$ cat config.mk
export PLATFORM = sky130hd
export DESIGN_NAME = mem_stage_param_flat
export DESIGN_NICKNAME = d
export VERILOG_FILES = /design/src/rtl/mem_stage_param_if.sv /design/src/rtl/mem_stage_param.sv /design/src/flat_wrapper.sv
export SDC_FILE = /design/constraint.sdc
export NUM_CORES = 2
export LEC_CHECK = 0
export ABC_CLOCK_PERIOD_IN_PS = 13500
export BUFFER_PORTS_ARGS = -buffer_cell sky130_fd_sc_hd__buf_4
export CAP_MARGIN = 20
export CORE_ASPECT_RATIO = 0.9
export CORE_UTILIZATION = 50
export CTS_CLUSTER_SIZE = 30
export DETAILED_ROUTE_END_ITERATION = 8
export PLACE_DENSITY_LB_ADDON = 0.25
export SYNTH_ARGS = -nofsm -noshare
export SYNTH_HDL_FRONTEND = slang
export SYNTH_SLANG_ARGS = --single-unit
$ cat constraint.sdc
create_clock -name clock -period 13.5 [get_ports clock]
set_clock_uncertainty 0.2 [all_clocks]
set_input_delay 4.05 -clock clock [delete_from_list [all_inputs] [get_ports clock]]
set_output_delay 4.05 -clock clock [all_outputs]
set_load 0.02 [all_outputs]
$ cat src/rtl/mem_stage_param_if.sv
// Operation bus into the memory stage and completion bus out of it.
// Handshake: an op transfers on a rising edge where in_valid & in_ready are both 1;
// the op fields must be stable while in_valid is high. out_valid is a one-cycle pulse
// with no back-pressure; downstream must take the result in that cycle.
interface mem_stage_param_if #(
  parameter int DATA_W = 16,
  parameter int RD_W   = 2
);
  logic              in_valid;
  logic              in_ready;
  logic              wr, wm, rm, neq, j, jc, zero;
  logic [DATA_W-1:0] pc, alu_out, reg_val;
  logic [RD_W-1:0]   rd_ex;
  logic              out_valid, wr_mem, rm_mem, jump_taken, addr_err;
  logic [RD_W-1:0]   rd_mem;
  logic [DATA_W-1:0] alu_wb, data_out, jump_target;

  modport master (
    output in_valid, wr, wm, rm, neq, j, jc, zero, pc, alu_out, reg_val, rd_ex,
    input  in_ready, out_valid, wr_mem, rm_mem, jump_taken, addr_err,
    input  rd_mem, alu_wb, data_out, jump_target
  );

  modport slave (
    input  in_valid, wr, wm, rm, neq, j, jc, zero, pc, alu_out, reg_val, rd_ex,
    output in_ready, out_valid, wr_mem, rm_mem, jump_taken, addr_err,
    output rd_mem, alu_wb, data_out, jump_target
  );
endinterface

$ cat src/rtl/mem_stage_param.sv
// Memory pipeline stage: data memory access with optional wait states, branch resolution
// and register-writeback pass-through. One op in flight at a time.
module mem_stage_param #(
  parameter int DATA_W = 16,
  parameter int DEPTH  = 256,
  parameter int RD_W   = 2,
  parameter int WAIT   = 0
) (
  input  logic             clock,
  input  logic             reset_n,
  mem_stage_param_if.slave bus,
  output logic             debug_state
);
  localparam int              AW      = (DEPTH > 1) ? $clog2(DEPTH) : 1;
  localparam logic [DATA_W:0] DEPTH_V = (DATA_W + 1)'(DEPTH);

  typedef enum logic [0:0] {IDLE = 1'b0, BUSY = 1'b1} state_t;

  typedef struct packed {
    logic              wr, wm, rm, neq, j, jc, zero;
    logic [DATA_W-1:0] pc, alu_out, reg_val;
    logic [RD_W-1:0]   rd_ex;
  } op_t;

  state_t            state, next_state;
  logic [3:0]        cnt, next_cnt;
  logic              accept, complete;
  op_t               live_op, cap_op, cur_op;
  logic [DATA_W-1:0] mem [DEPTH];
  logic              in_range, mem_acc, take;
  logic [AW-1:0]     mem_idx;

  assign live_op = {bus.wr, bus.wm, bus.rm, bus.neq, bus.j, bus.jc, bus.zero,
                    bus.pc, bus.alu_out, bus.reg_val, bus.rd_ex};

  assign bus.in_ready = (state == IDLE) && reset_n;
  assign debug_state  = (state == BUSY);

  // cur_op is the op completing this edge: the live bus for immediate ops,
  // the captured copy when finishing a waited access.
  always_comb begin
    next_state = state;
    next_cnt   = cnt;
    accept     = 1'b0;
    complete   = 1'b0;
    cur_op     = cap_op;
    case (state)
      IDLE: begin
        if (bus.in_valid && bus.in_ready) begin
          accept = 1'b1;
          cur_op = live_op;
          if ((live_op.rm || live_op.wm) && (WAIT != 0)) begin
            next_state = BUSY;
            next_cnt   = 4'(WAIT);
          end else begin
            complete = 1'b1;
          end
        end
      end
      BUSY: begin
        if (cnt == 4'd1) begin
          complete   = 1'b1;
          next_state = IDLE;
          next_cnt   = 4'd0;
        end else begin
          next_cnt = cnt - 4'd1;
        end
      end
    endcase
  end

  always_ff @(posedge clock) begin
    if (!reset_n) begin
      state <= IDLE;
      cnt   <= 4'd0;
    end else begin
      state <= next_state;
      cnt   <= next_cnt;
    end
  end

  always_ff @(posedge clock) begin
    if (accept) cap_op <= live_op;
  end

  assign in_range = ({1'b0, cur_op.alu_out} < DEPTH_V);
  assign mem_acc  = cur_op.rm || cur_op.wm;
  assign mem_idx  = cur_op.alu_out[AW-1:0];
  assign take     = cur_op.j || (cur_op.jc && (cur_op.neq ? !cur_op.zero : cur_op.zero));

  // Memory is never cleared; a reset edge also blocks a completing write.
  always_ff @(posedge clock) begin
    if (reset_n && complete && cur_op.wm && in_range) mem[mem_idx] <= cur_op.reg_val;
  end

  always_ff @(posedge clock) begin
    if (!reset_n) begin
      bus.out_valid   <= 1'b0;
      bus.wr_mem      <= 1'b0;
      bus.rm_mem      <= 1'b0;
      bus.jump_taken  <= 1'b0;
      bus.addr_err    <= 1'b0;
      bus.rd_mem      <= '0;
      bus.alu_wb      <= '0;
      bus.data_out    <= '0;
      bus.jump_target <= '0;
    end else begin
      bus.out_valid  <= complete;
      bus.jump_taken <= 1'b0;
      bus.wr_mem     <= 1'b0;
      bus.addr_err   <= 1'b0;
      if (complete) begin
        bus.jump_taken  <= take;
        bus.wr_mem      <= cur_op.wr;
        bus.addr_err    <= mem_acc && !in_range;
        bus.rm_mem      <= cur_op.rm;
        bus.rd_mem      <= cur_op.rd_ex;
        bus.alu_wb      <= cur_op.alu_out;
        bus.jump_target <= cur_op.pc;
        bus.data_out    <= (cur_op.rm && in_range) ? mem[mem_idx] : '0;
      end
    end
  end
endmodule
$ cat src/flat_wrapper.sv
// flat-port wrapper written by rule: the top's interface ports become plain ports
module mem_stage_param_flat 
#(
  parameter int DATA_W = 16,
  parameter int DEPTH  = 256,
  parameter int RD_W   = 2,
  parameter int WAIT   = 0
)
  (clock, reset_n, debug_state, bus_in_valid, bus_wr, bus_wm, bus_rm, bus_neq, bus_j, bus_jc, bus_zero, bus_pc, bus_alu_out, bus_reg_val, bus_rd_ex, bus_in_ready, bus_out_valid, bus_wr_mem, bus_rm_mem, bus_jump_taken, bus_addr_err, bus_rd_mem, bus_alu_wb, bus_data_out, bus_jump_target);
  mem_stage_param_if #(.DATA_W(DATA_W), .RD_W(RD_W)) bus_i ();
  input  logic clock;
  input  logic reset_n;
  output logic debug_state;
  input wire logic [$bits(bus_i.in_valid)-1:0] bus_in_valid;
  input wire logic [$bits(bus_i.wr)-1:0] bus_wr;
  input wire logic [$bits(bus_i.wm)-1:0] bus_wm;
  input wire logic [$bits(bus_i.rm)-1:0] bus_rm;
  input wire logic [$bits(bus_i.neq)-1:0] bus_neq;
  input wire logic [$bits(bus_i.j)-1:0] bus_j;
  input wire logic [$bits(bus_i.jc)-1:0] bus_jc;
  input wire logic [$bits(bus_i.zero)-1:0] bus_zero;
  input wire logic [$bits(bus_i.pc)-1:0] bus_pc;
  input wire logic [$bits(bus_i.alu_out)-1:0] bus_alu_out;
  input wire logic [$bits(bus_i.reg_val)-1:0] bus_reg_val;
  input wire logic [$bits(bus_i.rd_ex)-1:0] bus_rd_ex;
  output wire logic [$bits(bus_i.in_ready)-1:0] bus_in_ready;
  output wire logic [$bits(bus_i.out_valid)-1:0] bus_out_valid;
  output wire logic [$bits(bus_i.wr_mem)-1:0] bus_wr_mem;
  output wire logic [$bits(bus_i.rm_mem)-1:0] bus_rm_mem;
  output wire logic [$bits(bus_i.jump_taken)-1:0] bus_jump_taken;
  output wire logic [$bits(bus_i.addr_err)-1:0] bus_addr_err;
  output wire logic [$bits(bus_i.rd_mem)-1:0] bus_rd_mem;
  output wire logic [$bits(bus_i.alu_wb)-1:0] bus_alu_wb;
  output wire logic [$bits(bus_i.data_out)-1:0] bus_data_out;
  output wire logic [$bits(bus_i.jump_target)-1:0] bus_jump_target;
  assign bus_i.in_valid = bus_in_valid;
  assign bus_i.wr = bus_wr;
  assign bus_i.wm = bus_wm;
  assign bus_i.rm = bus_rm;
  assign bus_i.neq = bus_neq;
  assign bus_i.j = bus_j;
  assign bus_i.jc = bus_jc;
  assign bus_i.zero = bus_zero;
  assign bus_i.pc = bus_pc;
  assign bus_i.alu_out = bus_alu_out;
  assign bus_i.reg_val = bus_reg_val;
  assign bus_i.rd_ex = bus_rd_ex;
  assign bus_in_ready = bus_i.in_ready;
  assign bus_out_valid = bus_i.out_valid;
  assign bus_wr_mem = bus_i.wr_mem;
  assign bus_rm_mem = bus_i.rm_mem;
  assign bus_jump_taken = bus_i.jump_taken;
  assign bus_addr_err = bus_i.addr_err;
  assign bus_rd_mem = bus_i.rd_mem;
  assign bus_alu_wb = bus_i.alu_wb;
  assign bus_data_out = bus_i.data_out;
  assign bus_jump_target = bus_i.jump_target;
  mem_stage_param #(.DATA_W(DATA_W), .DEPTH(DEPTH), .RD_W(RD_W), .WAIT(WAIT)) u_core (.clock(clock), .reset_n(reset_n), .bus(bus_i), .debug_state(debug_state));
endmodule
==> results.toml <==
[placement]
place_congestion = 0.959
place_area_um2 = 172000
place_hpwl_um = 322000
portBuffers = 116
dp_slack_ns = 3.18

[worst_setup_path]
cp-startpoint = "reset_n"
end_kind = "flop"
cpMostUsedCell = "buf_4"
cp.required_ns = 14.16
slowest_stage = "o21ai_0"
crit_family = "compound AO/OA/AOI/OAI gates"
cp.buffers_inverters = 4
path_max_fanout = 85
cp-start-kind = "input port"
r2r_start = "u_core.debug_state$_SDFF_PN0_"
crit_arrival_ns = 10.29
crit_chain = "buf_4 > nand3b_4 > inv_6 > mux2i_4 > buf_4 > buf_12 > a211oi_1 > a311oi_1 > a31oi_1 > o21ai_0 > o2111ai_1 > or4_1 > o21ai_1"
critical_path_class = "in -> reg"
crit_path_max_incr_delay_ns = 0.96

[sta]
min_period_over_period_pct = 71.3
final.setup.tns_ns = 0
relSlewSlack_pct = 1.97
setup_ws_ns = 3.87
whs_ns = 0.289
finalSetupViolations = 0
tightest_slew_ns = 1.47
finalCriticalPeriod_ns = 9.63
fmax_mhz = 104
finalHoldViolations = 0
slew_viol_final = 0
rsz0062_at_grt = "no"

[clocking]
post_cts_buffers = 0
insertion_delay_ns = 0.95
cts_resized = 0
cts_tree = "done"
htreeDepth = 5
cts_buffer_depth = 4
ctsHoldBuffers = 0
cts_sinks = 4213
cts_root_buf = "clkbuf_16"
cts.reportedPaths.clkPinSlew_ns = 0.06
cts_buffers = 406

[synth]
synth_top_area_share_pct = 75.9
synthesis.area_um2 = 164000
synth_nets = 10100
synth_ff_type = "edfxtp_1"
netlist-cell-type-count = 74
synth_seq_area_share_pct = 76.6
synth_top_area_cell = "edfxtp_1"
synth-seq-cells = 4213
synth-edff-count = 4153
netlist_instances = 10100
yosys-top-cells-area = "edfxtp_1, mux4_2, nand2_1"
postSynthAreaPerCell_um2 = 16.3
synthArstFlopShare_pct = 0
yosys_warnings = 0

[die]
fp.dieW_um = 606
core_area_um2 = 327000
dieHeight_um = 546
start_util_pct = 50.3
placementRows = 199
dieArea_um2 = 331000
io-pin-count = 117

[global_route]
overflow = 0
grt_pass1_wl_um = 736000
track_usage_pct = 31.8
grt_pass1_vias = 93800
grt_antenna_before_repair = 50
grt_max_degree = 172

[worst_hold_path]
min-delay-start = "u_core.bus.alu_wb[11]$_SDFFE_PN0N_"
hp-class = "reg -> reg"

[route]
drt_iter0_drc = 17900
drc = 0
antenna_left = 0
wl_per_cell_um = 35.3
via_per_inst = 6.62
dr.pass1.iters = 9
vias = 100000
wirelength_um = 534000

[finish]
layout.nets = 10500
area.growth.synth_to_final_pct = 12.7
fin_util_pct = 56.7
multiInputGateArea_um2 = 35600
drive_gt1_share_pct = 15.8
fill_cells = 24600
regArea_um2 = 126000
finalInstanceArea_um2 = 185000

[power]
ir_worst_vdd_mv = 0.110
p_leak_nw = 61.5
p_per_area_nw_per_um2 = 152

[run_status]
outcome = "finished, final reports clean"

[job]
cap_violations = 0
[through the flow]
stage	instances	power (mW)
floorplan	10100	16.2
global placement	14300	17.1
detailed placement	14300	17.1
CTS	15100	28.1
global route	15100	28.7
finish	15100	28.2
[layout make-up]
| cell class | instances | area share (%) |
|---|---|---|
| Clock buffer | 514 | 5.83 |
| Sequential cell | 4213 | 68.0 |
| Antenna cell | 24 | 0.0324 |
| Timing Repair Buffer | 598 | 2.77 |
| Tap cell | 4321 | 2.92 |
| Clock inverter | 231 | 1.17 |
| Inverter | 54 | 0.112 |
| Multi-Input combinational cell | 5177 | 19.2 |
[synth_stat cells (64+ instances only)]
| cell | instances |
|---|---|
| buf_2 | 267 |
| a22oi_1 | 132 |
| o22ai_1 | 125 |
| a31oi_1 | 122 |
| mux4_2 | 375 |
| buf_4 | 81 |
| mux2i_1 | 534 |
| nand3_1 | 582 |
| and3_1 | 74 |
| nand2_1 | 1885 |
| a32oi_1 | 64 |
| a211oi_1 | 136 |
| a21oi_1 | 324 |
| edfxtp_1 | 4153 |
| nor2_1 | 347 |
| a311oi_1 | 66 |
| clkbuf_1 | 171 |
[logic make-up (layout without fill, tap and decap cells)]
group                    Yosys count  count (layout)  synth area share (%)
adder cells (fa/ha/maj)            2               2                0.0152
XOR/XNOR                           4               4                0.0213
other                              0              24                     0
buffers and inverters            669            1397                  2.17
flip-flops                      4213            4213                  76.6
multiplexers                     916             916                  8.44
AO/OA/AOI/OAI                   1212            1212                  4.98
AND/OR/NAND/NOR                 3043            3043                  7.76
[state kept, by name, indices dropped and copies added, names as in the netlist]
register                flops
u_core.mem               4096
u_core.cnt                  4
u_core.bus.addr_err         1
u_core.bus.jump_taken       1
u_core.bus.jump_target     16
u_core.bus.wr_mem           1
u_core.cap_op              57
u_core.debug_state          1
u_core.bus.alu_wb          16
u_core.bus.data_out        16
u_core.bus.rd_mem           2
u_core.bus.out_valid        1
u_core.bus.rm_mem           1
[final timing paths]
check | end | depth (start not counted) | slack (ns)
setup reg to reg | u_core.bus.data_out[0]$_SDFFE_PN0N_ | 12 | 6.59
setup / recovery | u_core.bus.data_out[0]$_SDFFE_PN0N_ | 13 | 3.87
hold reg to reg | u_core.bus.alu_wb[11]$_SDFFE_PN0N_ | 2 | 0.29
hold / removal | u_core.bus.alu_wb[11]$_SDFFE_PN0N_ | 2 | 0.29
[where the power goes]
| part | switching (mW) | leakage [nW] | internal [mW] |
|---|---|---|---|
| registers | 0.0122 | 38.7 | 14.5 |
| logic | 1.78 | 16.5 | 0.578 |
| clock network | 4.90 | 6.36 | 6.35 |
[tightest hold or removal path: cells and delay by family, from the launching register on]
family | cells | cell delay, ns
AO/OA/AOI/OAI | 1 | 0.07
flip-flops | 1 | 0.32
AND/OR/NAND/NOR | 1 | 0.05
[placed cells by master, fill, tap and decap left out, types with 36 or more instances in the layout]
cell type / count
a22oi_1: 132
nor2_1: 278
nand3_1: 577
mux2i_1: 521
clkbuf_16: 413
bufinv_16: 36
o21ai_0: 59
nand4_1: 38
nor2_2: 61
edfxtp_1: 4153
clkinv_1: 81
clkinv_2: 84
inv_1: 53
a21oi_1: 324
a32oi_1: 64
clkbuf_1: 92
dfxtp_1: 60
nor4_1: 37
nand2_1: 1850
a311oi_1: 66
a31oi_1: 120
a2111oi_0: 43
a211oi_1: 135
and3_1: 74
mux4_2: 375
buf_4: 533
o22ai_1: 125
[layer usage]
metal  vias up  track usage, %  wire [um]
li1      40000               -          -
met1     50800            43.6     191000
met2      7918            46.0     233000
met3      1352            9.84      77300
met4        28            16.1      32200
met5         -               0        507
Power figures use the tool's default switching activity.
